## config.mk

```make
export PLATFORM = sky130hd
export DESIGN_NAME = pll_ctrl
export DESIGN_NICKNAME = d
export VERILOG_FILES = /design/src/rtl/pll_ctrl_pkg.sv /design/src/rtl/pll_lock_filter.sv /design/src/rtl/pll_ctrl.sv
export SDC_FILE = /design/constraint.sdc
export NUM_CORES = 1
export LEC_CHECK = 0
export CAP_MARGIN = 20
export CORE_UTILIZATION = 40
export CTS_CLUSTER_SIZE = 25
export DETAILED_ROUTE_END_ITERATION = 16
export PLACE_DENSITY_LB_ADDON = 0.1
export SLEW_MARGIN = 40
export SYNTH_ARGS = -nofsm -noshare
export SYNTH_HDL_FRONTEND = slang
export SYNTH_SLANG_ARGS = --single-unit
```

## constraint.sdc

```tcl
create_clock -name clk -period 3.25 [get_ports clk]
set_clock_uncertainty 0.2 [all_clocks]
set_input_delay 0.65 -clock clk [delete_from_list [all_inputs] [get_ports clk]]
set_output_delay 0.65 -clock clk [all_outputs]
set_load 0.02 [all_outputs]
```

## src/rtl/pll_ctrl_pkg.sv

```systemverilog
// Shared types and widths for the ECP5 PLL controller.
//   state_t  : controller states (PLL reset, lock wait, run, phase-step phases)
//   STEPS_W  : width of a phase-step request count
//   RETRY_W  : width of the saturating PLL reset-attempt counter
package pll_ctrl_pkg;

  localparam int STEPS_W = 8;
  localparam int RETRY_W = 4;

  typedef enum logic [2:0] {
    PLL_RST,
    WAIT_LOCK,
    RUN,
    PH_SETUP,
    PH_LOW,
    PH_GAP
  } state_t;

  function automatic int max2(input int a, input int b);
    return (a > b) ? a : b;
  endfunction

  // Increment that sticks at all-ones instead of wrapping.
  function automatic logic [RETRY_W-1:0] sat_inc(input logic [RETRY_W-1:0] r);
    return (r == '1) ? r : r + 1'b1;
  endfunction

endpackage

```

## src/rtl/pll_lock_filter.sv

```systemverilog
// Lock qualifier for the PLL LOCK output.
//   clk, reset  : reference clock, synchronous active-high reset
//   pll_locked  : raw asynchronous LOCK from the PLL
//   enable      : high while the controller waits for lock; low clears the count
//   lock_s      : LOCK after a 2-flop synchroniser
//   lock_ok     : high on the edge where the stable count reaches LOCK_STABLE
module pll_lock_filter #(
  parameter int LOCK_STABLE = 1024
) (
  input  logic clk,
  input  logic reset,
  input  logic pll_locked,
  input  logic enable,
  output logic lock_s,
  output logic lock_ok
);

  localparam int CW = $clog2(LOCK_STABLE + 1);

  logic          sync1;
  logic [CW-1:0] cnt;

  always_ff @(posedge clk) begin
    // NOTE: sequential state uses non-blocking assignments so every flop
    // samples pre-edge values; blocking here would collapse the synchroniser.
    if (reset) begin
      sync1  <= 1'b0;
      lock_s <= 1'b0;
      cnt    <= '0;
    end else begin
      sync1  <= pll_locked;
      lock_s <= sync1;
      if (enable && lock_s) begin
        if (cnt != CW'(LOCK_STABLE))
          cnt <= cnt + 1'b1;
      end else begin
        cnt <= '0;
      end
    end
  end

  // Asserted when this edge's sample of lock_s is the LOCK_STABLE-th
  // consecutive high one, so the FSM leaves WAIT_LOCK on that same edge.
  assign lock_ok = enable && lock_s && (cnt == CW'(LOCK_STABLE - 1));

endmodule

```

## src/rtl/pll_ctrl.sv

```systemverilog
// ECP5 EHXPLLL sequencer: pulses the PLL reset, qualifies LOCK, releases a
// synchronous system reset, recovers from lock loss, and runs dynamic phase
// adjustment requests.
//   clk, reset      : reference clock, synchronous active-high reset
//   pll_locked      : raw PLL LOCK (asynchronous)
//   pll_rst         : PLL RST
//   phase_sel/dir   : PHASESEL[1:0] / PHASEDIR
//   phase_step      : PHASESTEP, idle high, pulsed low per step
//   phase_loadreg   : PHASELOADREG, tied high
//   rst_out         : system reset, active-high
//   ph_valid/ready  : phase request handshake (ready only in RUN with lock)
//   ph_sel/dir/steps: request fields; steps==0 completes immediately
//   ph_done/ph_err  : one-cycle completion pulse; err=1 means aborted by lock loss
//   retries         : PLL reset attempts since reset, saturating
module pll_ctrl
  import pll_ctrl_pkg::*;
#(
  parameter int RST_CYCLES   = 16,
  parameter int LOCK_STABLE  = 1024,
  parameter int LOCK_TIMEOUT = 65536,
  parameter int STEP_SETUP   = 4,
  parameter int STEP_LOW     = 4,
  parameter int STEP_GAP     = 4
) (
  input  logic               clk,
  input  logic               reset,
  input  logic               pll_locked,
  output logic               pll_rst,
  output logic [1:0]         phase_sel,
  output logic               phase_dir,
  output logic               phase_step,
  output logic               phase_loadreg,
  output logic               rst_out,
  input  logic               ph_valid,
  output logic               ph_ready,
  input  logic [1:0]         ph_sel,
  input  logic               ph_dir,
  input  logic [STEPS_W-1:0] ph_steps,
  output logic               ph_done,
  output logic               ph_err,
  output logic [RETRY_W-1:0] retries
);

  localparam int CNT_MAX = max2(max2(RST_CYCLES, LOCK_TIMEOUT),
                                max2(max2(STEP_SETUP, STEP_LOW), STEP_GAP));
  localparam int CNT_W   = $clog2(CNT_MAX + 1);

  state_t             state;
  logic [CNT_W-1:0]   cnt;
  logic [STEPS_W-1:0] remaining;
  logic               lock_s;
  logic               lock_ok;
  logic               accept;
  logic               in_flight;
  logic               lock_lost;

  // Terminal count for a phase lasting n cycles.
  function automatic logic [CNT_W-1:0] term(input int n);
    return CNT_W'(n - 1);
  endfunction

  pll_lock_filter #(.LOCK_STABLE(LOCK_STABLE)) u_lock_filter (
    .clk        (clk),
    .reset      (reset),
    .pll_locked (pll_locked),
    .enable     (state == WAIT_LOCK),
    .lock_s     (lock_s),
    .lock_ok    (lock_ok)
  );

  assign phase_loadreg = 1'b1;
  // Combinational gating with lock_s so lock loss beats acceptance.
  assign ph_ready  = (state == RUN) && lock_s;
  assign accept    = ph_valid && ph_ready;
  assign in_flight = (state == PH_SETUP) || (state == PH_LOW) || (state == PH_GAP);
  assign lock_lost = !lock_s && ((state == RUN) || in_flight);

  always_ff @(posedge clk) begin
    if (reset) begin
      state      <= PLL_RST;
      cnt        <= '0;
      remaining  <= '0;
      pll_rst    <= 1'b1;
      rst_out    <= 1'b1;
      phase_step <= 1'b1;
      phase_sel  <= 2'd0;
      phase_dir  <= 1'b0;
      ph_done    <= 1'b0;
      ph_err     <= 1'b0;
      retries    <= '0;
    end else begin
      ph_done <= 1'b0;
      ph_err  <= 1'b0;
      if (lock_lost) begin
        state      <= PLL_RST;
        cnt        <= '0;
        pll_rst    <= 1'b1;
        rst_out    <= 1'b1;
        phase_step <= 1'b1;
        retries    <= sat_inc(retries);
        if (in_flight) begin
          ph_done <= 1'b1;
          ph_err  <= 1'b1;
        end
      end else begin
        case (state)
          PLL_RST: begin
            if (cnt == term(RST_CYCLES)) begin
              state   <= WAIT_LOCK;
              cnt     <= '0;
              pll_rst <= 1'b0;
            end else begin
              cnt <= cnt + 1'b1;
            end
          end
          WAIT_LOCK: begin
            if (lock_ok) begin
              state   <= RUN;
              cnt     <= '0;
              rst_out <= 1'b0;
            end else if (cnt == term(LOCK_TIMEOUT)) begin
              state   <= PLL_RST;
              cnt     <= '0;
              pll_rst <= 1'b1;
              retries <= sat_inc(retries);
            end else begin
              cnt <= cnt + 1'b1;
            end
          end
          RUN: begin
            if (accept) begin
              if (ph_steps == '0) begin
                ph_done <= 1'b1;
              end else begin
                // phase_sel/phase_dir act as the request latch; they only
                // change here, on entry to PH_SETUP.
                state     <= PH_SETUP;
                cnt       <= '0;
                remaining <= ph_steps;
                phase_sel <= ph_sel;
                phase_dir <= ph_dir;
              end
            end
          end
          PH_SETUP: begin
            if (cnt == term(STEP_SETUP)) begin
              state      <= PH_LOW;
              cnt        <= '0;
              phase_step <= 1'b0;
            end else begin
              cnt <= cnt + 1'b1;
            end
          end
          PH_LOW: begin
            if (cnt == term(STEP_LOW)) begin
              state      <= PH_GAP;
              cnt        <= '0;
              phase_step <= 1'b1;
            end else begin
              cnt <= cnt + 1'b1;
            end
          end
          PH_GAP: begin
            if (cnt == term(STEP_GAP)) begin
              cnt <= '0;
              if (remaining == STEPS_W'(1)) begin
                state     <= RUN;
                remaining <= '0;
                ph_done   <= 1'b1;
              end else begin
                state     <= PH_SETUP;
                remaining <= remaining - 1'b1;
              end
            end else begin
              cnt <= cnt + 1'b1;
            end
          end
          default: state <= PLL_RST;
        endcase
      end
    end
  end

endmodule

```

Yosys cells after proc, flatten, opt, wreduce, memory -nomap -nowiden

Cells that the tools add are included.
Widths: inputs -> output; s select.

Register bits: 53
Output and inout bits: 14
Word-level logic and storage cells: 113

$add $sub $neg: 4
Eq/ne operators: 22
Multiplexer cells: 41
Bitwise logic cells: 3
Reductions and logical operators: 29

Operators by type and width:

| operator              | number |
|---|---|
| $mux 17               | 6 |
| $pmux 17 s4           | 1 |
| $mux 8                | 4 |
| $mux 3                | 8 |
| $mux 4                | 5 |
| $pmux 3 s6            | 1 |
| $add 17x1->17 const B | 1 |
| $eq 17x16->1 const B  | 1 |
| $eq 17x2->1 const B   | 1 |
| $eq 17x4->1 const B   | 1 |
| $pmux 8 s2            | 1 |
| $mux 1                | 12 |
| $add 11x1->11 const B | 1 |
| $eq 11x10->1 const B  | 1 |
| $ne 11x11->1 const B  | 1 |
| $ne 2x2->1 const B    | 5 |
| $reduce_bool 2->1     | 5 |
| $reduce_and 3->1      | 3 |
| $eq 8x1->1 const B    | 1 |
| $logic_not 8->1       | 1 |
| $ne 2x1->1 const B    | 4 |
| $reduce_and 4->1      | 2 |
| $sub 8x1->8 const B   | 1 |
| $reduce_and 7->1      | 1 |
| 17 further kinds      | 31 |

Depth between registers and ports, before layout

Word-level depth: 7
Depth in mapped cells: 12
Mapped depth without buffers: 12

Cells and area by module

A second synthesis with hierarchy kept.

Cells, all modules: 351
Area total of the unflattened synthesis: 3,010.4 um^2

Modules (own cells, without submodules):

| module          | instances | cells each | area each (um^2) |
|---|---|---|---|
| pll_ctrl        | 1         | 285        | 2,411.1 |
| pll_lock_filter | 1         | 66         | 599.3 |

Worst setup path before layout

Ideal clock, no wire load.

Path kind: flip-flop to flip-flop
Start: register cnt[0]
End: register cnt[14]
Arrival time: 2,253 ps
Slack: 710 ps
Stages on the path, launching flop included: 12
Period minus slack after synthesis: 2,540 ps
Cell sequence: dfxtp_1 -> ha_1 -> and2_1 -> nand2_1 -> nor2_1 -> nand3_1 -> inv_1 -> ha_1 -> o311ai_2 -> nand3_2 -> buf_6 -> o31ai_1

Word-level cells in the longest chain between the ends: 4

Ends and longest elaborated chain:

| what                                          | line            | RTL |
|---|---|---|
| start: declaration                            | pll_ctrl.sv:49  | `logic [CNT_W-1:0] cnt;` |
| start signal: assignment                      | pll_ctrl.sv:113 | `cnt <= cnt + 1'b1;` |
| start signal: assignment                      | pll_ctrl.sv:127 | `cnt <= cnt + 1'b1;` |
| start signal: assignment                      | pll_ctrl.sv:151 | `cnt <= cnt + 1'b1;` |
| $add 17x1->17 or $eq 17x16->1 (tied branches) | -               |  |
| $mux 17                                       | pll_ctrl.sv:121 | `end else if (cnt == term(LOCK_TIMEOUT)) begin` |
| $mux 17                                       | pll_ctrl.sv:117 | `if (lock_ok) begin` |
| $pmux 17 s4 (*)                               | pll_ctrl.sv:106 | `case (state)` |

Mark *: on every way between the ends. The rest lies on a longest branch, timed or not.
A chain may end at the register's enable or synchronous reset.

Worst setup path after layout

Start: register cnt[0]
End: register cnt[6]

Same word-level chain as after synthesis.

==> impl_summary.txt <==
----------------------------------------------------
[Floorplan]
  Width of the die ... 88.7 um
  Site row count ... 31
  Initial core utilization ... 41.4%
  Die outline area ... 0.00786 mm^2
  Boundary Pins ... 29
  Total core area ... 0.00725 mm^2
  Chip height ... 88.7 um

[Power and ir drop]
  Clock power share ... 40.0%
  Sw power ... 260 uW
  Switching power share of the total ... 21.8%
  Standby leakage power ... 0.00117 uW
  Max IR drop VDD ... 0.000178 V
  Combinational power share ... 4.7%
  Pint ... 932 uW
  Power Dens Cells ... 343 mW/mm^2
  Share of total power in sequential cells ... 55.3%

[CTS]
  Clock sink total ... 53
  Post-CTS setup repair buffer count ... 0
  Clock-pin slew reported for the worst setup and hold paths after clock tree synthesis ... 90 ps
  Clock tree from TritonCTS ... done
  Skew-Pair Late Insertion Delay ... 310 ps
  Root Buffer ... sky130_fd_sc_hd__clkbuf_8
  Total CTS buffers ... 5
  Cts hold-fix bufs ... 0
  H-Tree Level Count ... 2
  Post-cts resize count ... 0
  Maximum root-to-sink buffer count ... 2

[Placement]
  Placed instance count ... 480
  Post-detailed-placement cell area ... 0.00335 mm^2
  Half-perimeter wire length after detailed placement ... 5160 um
  Routability-driven placement congestion ratio ... 0.827
  Count of port buffers added during placement ... 27

[Global route]
  Overall track demand over capacity in global routing ... 19.4%
  Pin count of the biggest net entering global routing ... 19
  Total grt overflow ... 0
  Global-route wire length before repair ... 11800 um
  Antenna violations before repair ... 0
  Number of global-route vias before repair ... 2495

[Final layout]
  Cell area after layout ... 0.00347 mm^2
  Fraction of layout instances using a drive strength above 1 ... 11.3%
  Final net count ... 411
  Number of cells in the finished layout apart from fillers ... 488
  Number of fill cells ... 762
  Core Util, Final ... 47.9%
  Storage cell area ... 0.00106 mm^2
  Multi-input gate area in the final layout ... 0.00180 mm^2
  # diodes ... 0
  Layout overhead on the synthesized area ... 15.5%

[Worst setup path]
  Required time reported for the critical path endpoint ... 3260 ps
  Critical Setup Path Class ... reg -> reg
  Capturing element type of the critical path ... register
  Crit path max fanout ... 13
  Master of the slowest instance on the critical path ... sky130_fd_sc_hd__o311ai_0
  Cell-by-cell trace of the critical path ... ha_1, and2_1, nand2_1, nor2_1, nand3_1, inv_1, ha_1, o311ai_2, nand3_2, o311ai_0
  Kind of cell adding the most delay to the critical path ... simple AND/OR/NAND/NOR gates
  Cell with the most instances on the worst path ... sky130_fd_sc_hd__ha_1
  Worst Path Arrival ... 2890 ps
  Number of buffers and inverters on the critical path ... 1
  Worst Setup Start Kind ... register
  Critical path's largest stage delay ... 410 ps

[Drt]
  Highest layer used for signal routing ... met4
  Met3 wire len ... 315 um
  Residual DRC count ... 0
  Sum of routed wire length over all layers ... 7200 um
  WL met2 ... 3330 um
  DRT antenna net count ... 0
  Total vias in the final route ... 2721
  M1 WL ... 3480 um
  Initial DRC Count ... 146
  Via density ... 5.58
  Number of optimization iterations in the first detailed-route pass ... 4
  Routed wire per std cell ... 14.8 um

[Yosys]
  Top post-synthesis cells by count ... sky130_fd_sc_hd__dfxtp_1 (53), sky130_fd_sc_hd__nor2_1 (45), sky130_fd_sc_hd__nand2_1 (35), sky130_fd_sc_hd__a21oi_1 (18), sky130_fd_sc_hd__nand3_1 (18)
  Cell with the most instances after synthesis ... sky130_fd_sc_hd__dfxtp_1
  Post-synth design cell area ... 0.00301 mm^2
  Multiplexer share of the synthesized area ... 3.04%
  Area leader, netlist ... sky130_fd_sc_hd__dfxtp_1
  Number of synthesized flops with an enable pin ... 0
  Number of register bits inferred by synthesis ... 53
  Post-synthesis share of cell area spent on and, or, nand and nor gates ... 29.5%
  Share of the yosys chip area belonging to registers ... 35.3%
  Post-Synthesis Net Count ... 387
  Main area contributors after synthesis ... sky130_fd_sc_hd__dfxtp_1 (35%), sky130_fd_sc_hd__nor2_1 (5.6%), sky130_fd_sc_hd__nand2_1 (4.4%)
  Total of warnings raised by yosys ... 0
  Number of distinct library cell variants in the gate-level netlist after synthesis ... 60
  Commonest register cell after synthesis ... sky130_fd_sc_hd__dfxtp_1
  Area share of the largest cell type after synthesis ... 35.3%
  Share of async-settable or async-resettable flops after synthesis ... 0%
  XOR/XNOR Fraction of Synth Area ... 3.21%
  Syn Area/Cell ... 8.26 um^2
  Arithmetic-cell share of the synthesized area counting full adders, half adders and majority gates ... 3.33%
  Main combinational cell family by area after synthesis ... simple AND/OR/NAND/NOR gates
  Synth Instances ... 364
  Synthesized-area fraction occupied by ao, oa, aoi and oai cells ... 20.6%

[Timing]
  RSZ-0062 raised after global routing ... no
  Min Clock Period, post-route ... 2880 ps
  Period utilisation layout ... 88.7%
  Worst Hold Margin ... 249 ps
  Final number of hold-violating endpoints ... 0
  Worst-Margin Slew ... 568 ps
  Setup violators final ... 0
  Fmax achieved ... 347 MHz
  Final Max Slew Viols ... 0
  Max-slew headroom ... 62.0%
  Sum of negative setup slack ... 0 ps

[Run status]
  Result of the run ... finished clean

[Job]
  Count of maximum capacitance violations ... 0

[Min path]
  Class of the worst hold path ... reg -> reg

----------------------------------------------------
layout make-up:
cell class              instances  share of cell area [%]
multi-input cells             282                    51.9
repair buffers                 34                    9.30
clock buffers                   7                    2.49
flip-flops and latches         53                    30.6
inverters                      12                    1.30
clock inverters                 1                   0.865
well taps                      99                    3.57
through the flow:
| step | worst slack (ps) | power (uW) |
|---|---|---|
| floorplan | 710 | 703 |
| global placement | 156 | 730 |
| detailed placement | 33.7 | 730 |
| CTS | 319 | 1210 |
| global route | 182 | 1240 |
| finish | 366 | 1190 |
sequential cells by signal, summed over array words and instances, names as in the netlist:
signal,flops
u_lock_filter.lock_s,1
pll_rst,1
phase_dir,1
phase_step,1
state,3
u_lock_filter.sync1,1
remaining,8
ph_done,1
phase_sel,2
u_lock_filter.cnt,11
rst_out,1
ph_err,1
retries,4
cnt,17
path summary, 6_finish.rpt:
check	startpoint	end	slack, ps	cells after the start
max	cnt[0]$_SDFFE_PP0P_	cnt[6]$_SDFFE_PP0P_	370	10
max reg2reg	cnt[0]$_SDFFE_PP0P_	cnt[6]$_SDFFE_PP0P_	370	10
min	u_lock_filter.sync1$_SDFF_PP0_	u_lock_filter.lock_s$_SDFF_PP0_	250	1
min reg2reg	u_lock_filter.sync1$_SDFF_PP0_	u_lock_filter.lock_s$_SDFF_PP0_	250	1
power by group through the flow:
stage / clock, uW / combinational, uW / sequential, uW
3_5_place_dp: 0 / 55.0 / 674
4_1_cts: 493 / 55.7 / 660
2_1_floorplan: 0 / 30.4 / 673
3_3_place_gp: 0 / 55.1 / 674
6_report: 477 / 55.6 / 660
5_1_grt: 515 / 61.1 / 661
cell families (layout without fill, tap and decap cells):
kind of cell,Yosys count,after routing
compound gates,84,84
xor+xnor,11,11
fa+ha+maj,8,8
buf+inv,29,54
flops,53,53
mux,9,9
other cells,1,1
simple gates,169,169
routing by layer:
layer / global-route usage [%] / vias up
li1: - / 1379
met1: 26.5 / 1282
met2: 31.3 / 54
met3: 3.26 / 6
met4: 5.57 / 0
met5: 0 / -
layout by cell type (no fill, tap or decap), types with 7 or more instances in the layout:
| cell type | instances |
|---|---|
| sky130_fd_sc_hd__mux2i_1 | 8 |
| sky130_fd_sc_hd__xor2_1 | 8 |
| sky130_fd_sc_hd__nand2_1 | 35 |
| sky130_fd_sc_hd__nand3_1 | 18 |
| sky130_fd_sc_hd__ha_1 | 8 |
| sky130_fd_sc_hd__nor2_1 | 45 |
| sky130_fd_sc_hd__inv_1 | 12 |
| sky130_fd_sc_hd__nand4_1 | 7 |
| sky130_fd_sc_hd__buf_4 | 7 |
| sky130_fd_sc_hd__dfxtp_1 | 53 |
| sky130_fd_sc_hd__a22oi_1 | 9 |
| sky130_fd_sc_hd__o21ai_0 | 9 |
| sky130_fd_sc_hd__nor3_1 | 9 |
| sky130_fd_sc_hd__and3_1 | 7 |
| sky130_fd_sc_hd__a21oi_1 | 18 |
| sky130_fd_sc_hd__clkdlybuf4s50_1 | 27 |
worst reg2reg max path, stage by stage, from the launching register on:
cell                       delay (ps)
sky130_fd_sc_hd__dfxtp_1          380
sky130_fd_sc_hd__ha_1             270
sky130_fd_sc_hd__and2_1           170
sky130_fd_sc_hd__nand2_1          110
sky130_fd_sc_hd__nor2_1            60
sky130_fd_sc_hd__nand3_1          110
sky130_fd_sc_hd__inv_1             60
sky130_fd_sc_hd__ha_1             230
sky130_fd_sc_hd__o311ai_2         370
sky130_fd_sc_hd__nand3_2          400
sky130_fd_sc_hd__o311ai_0         420
Note: power is estimated with default switching activity, not from simulation.
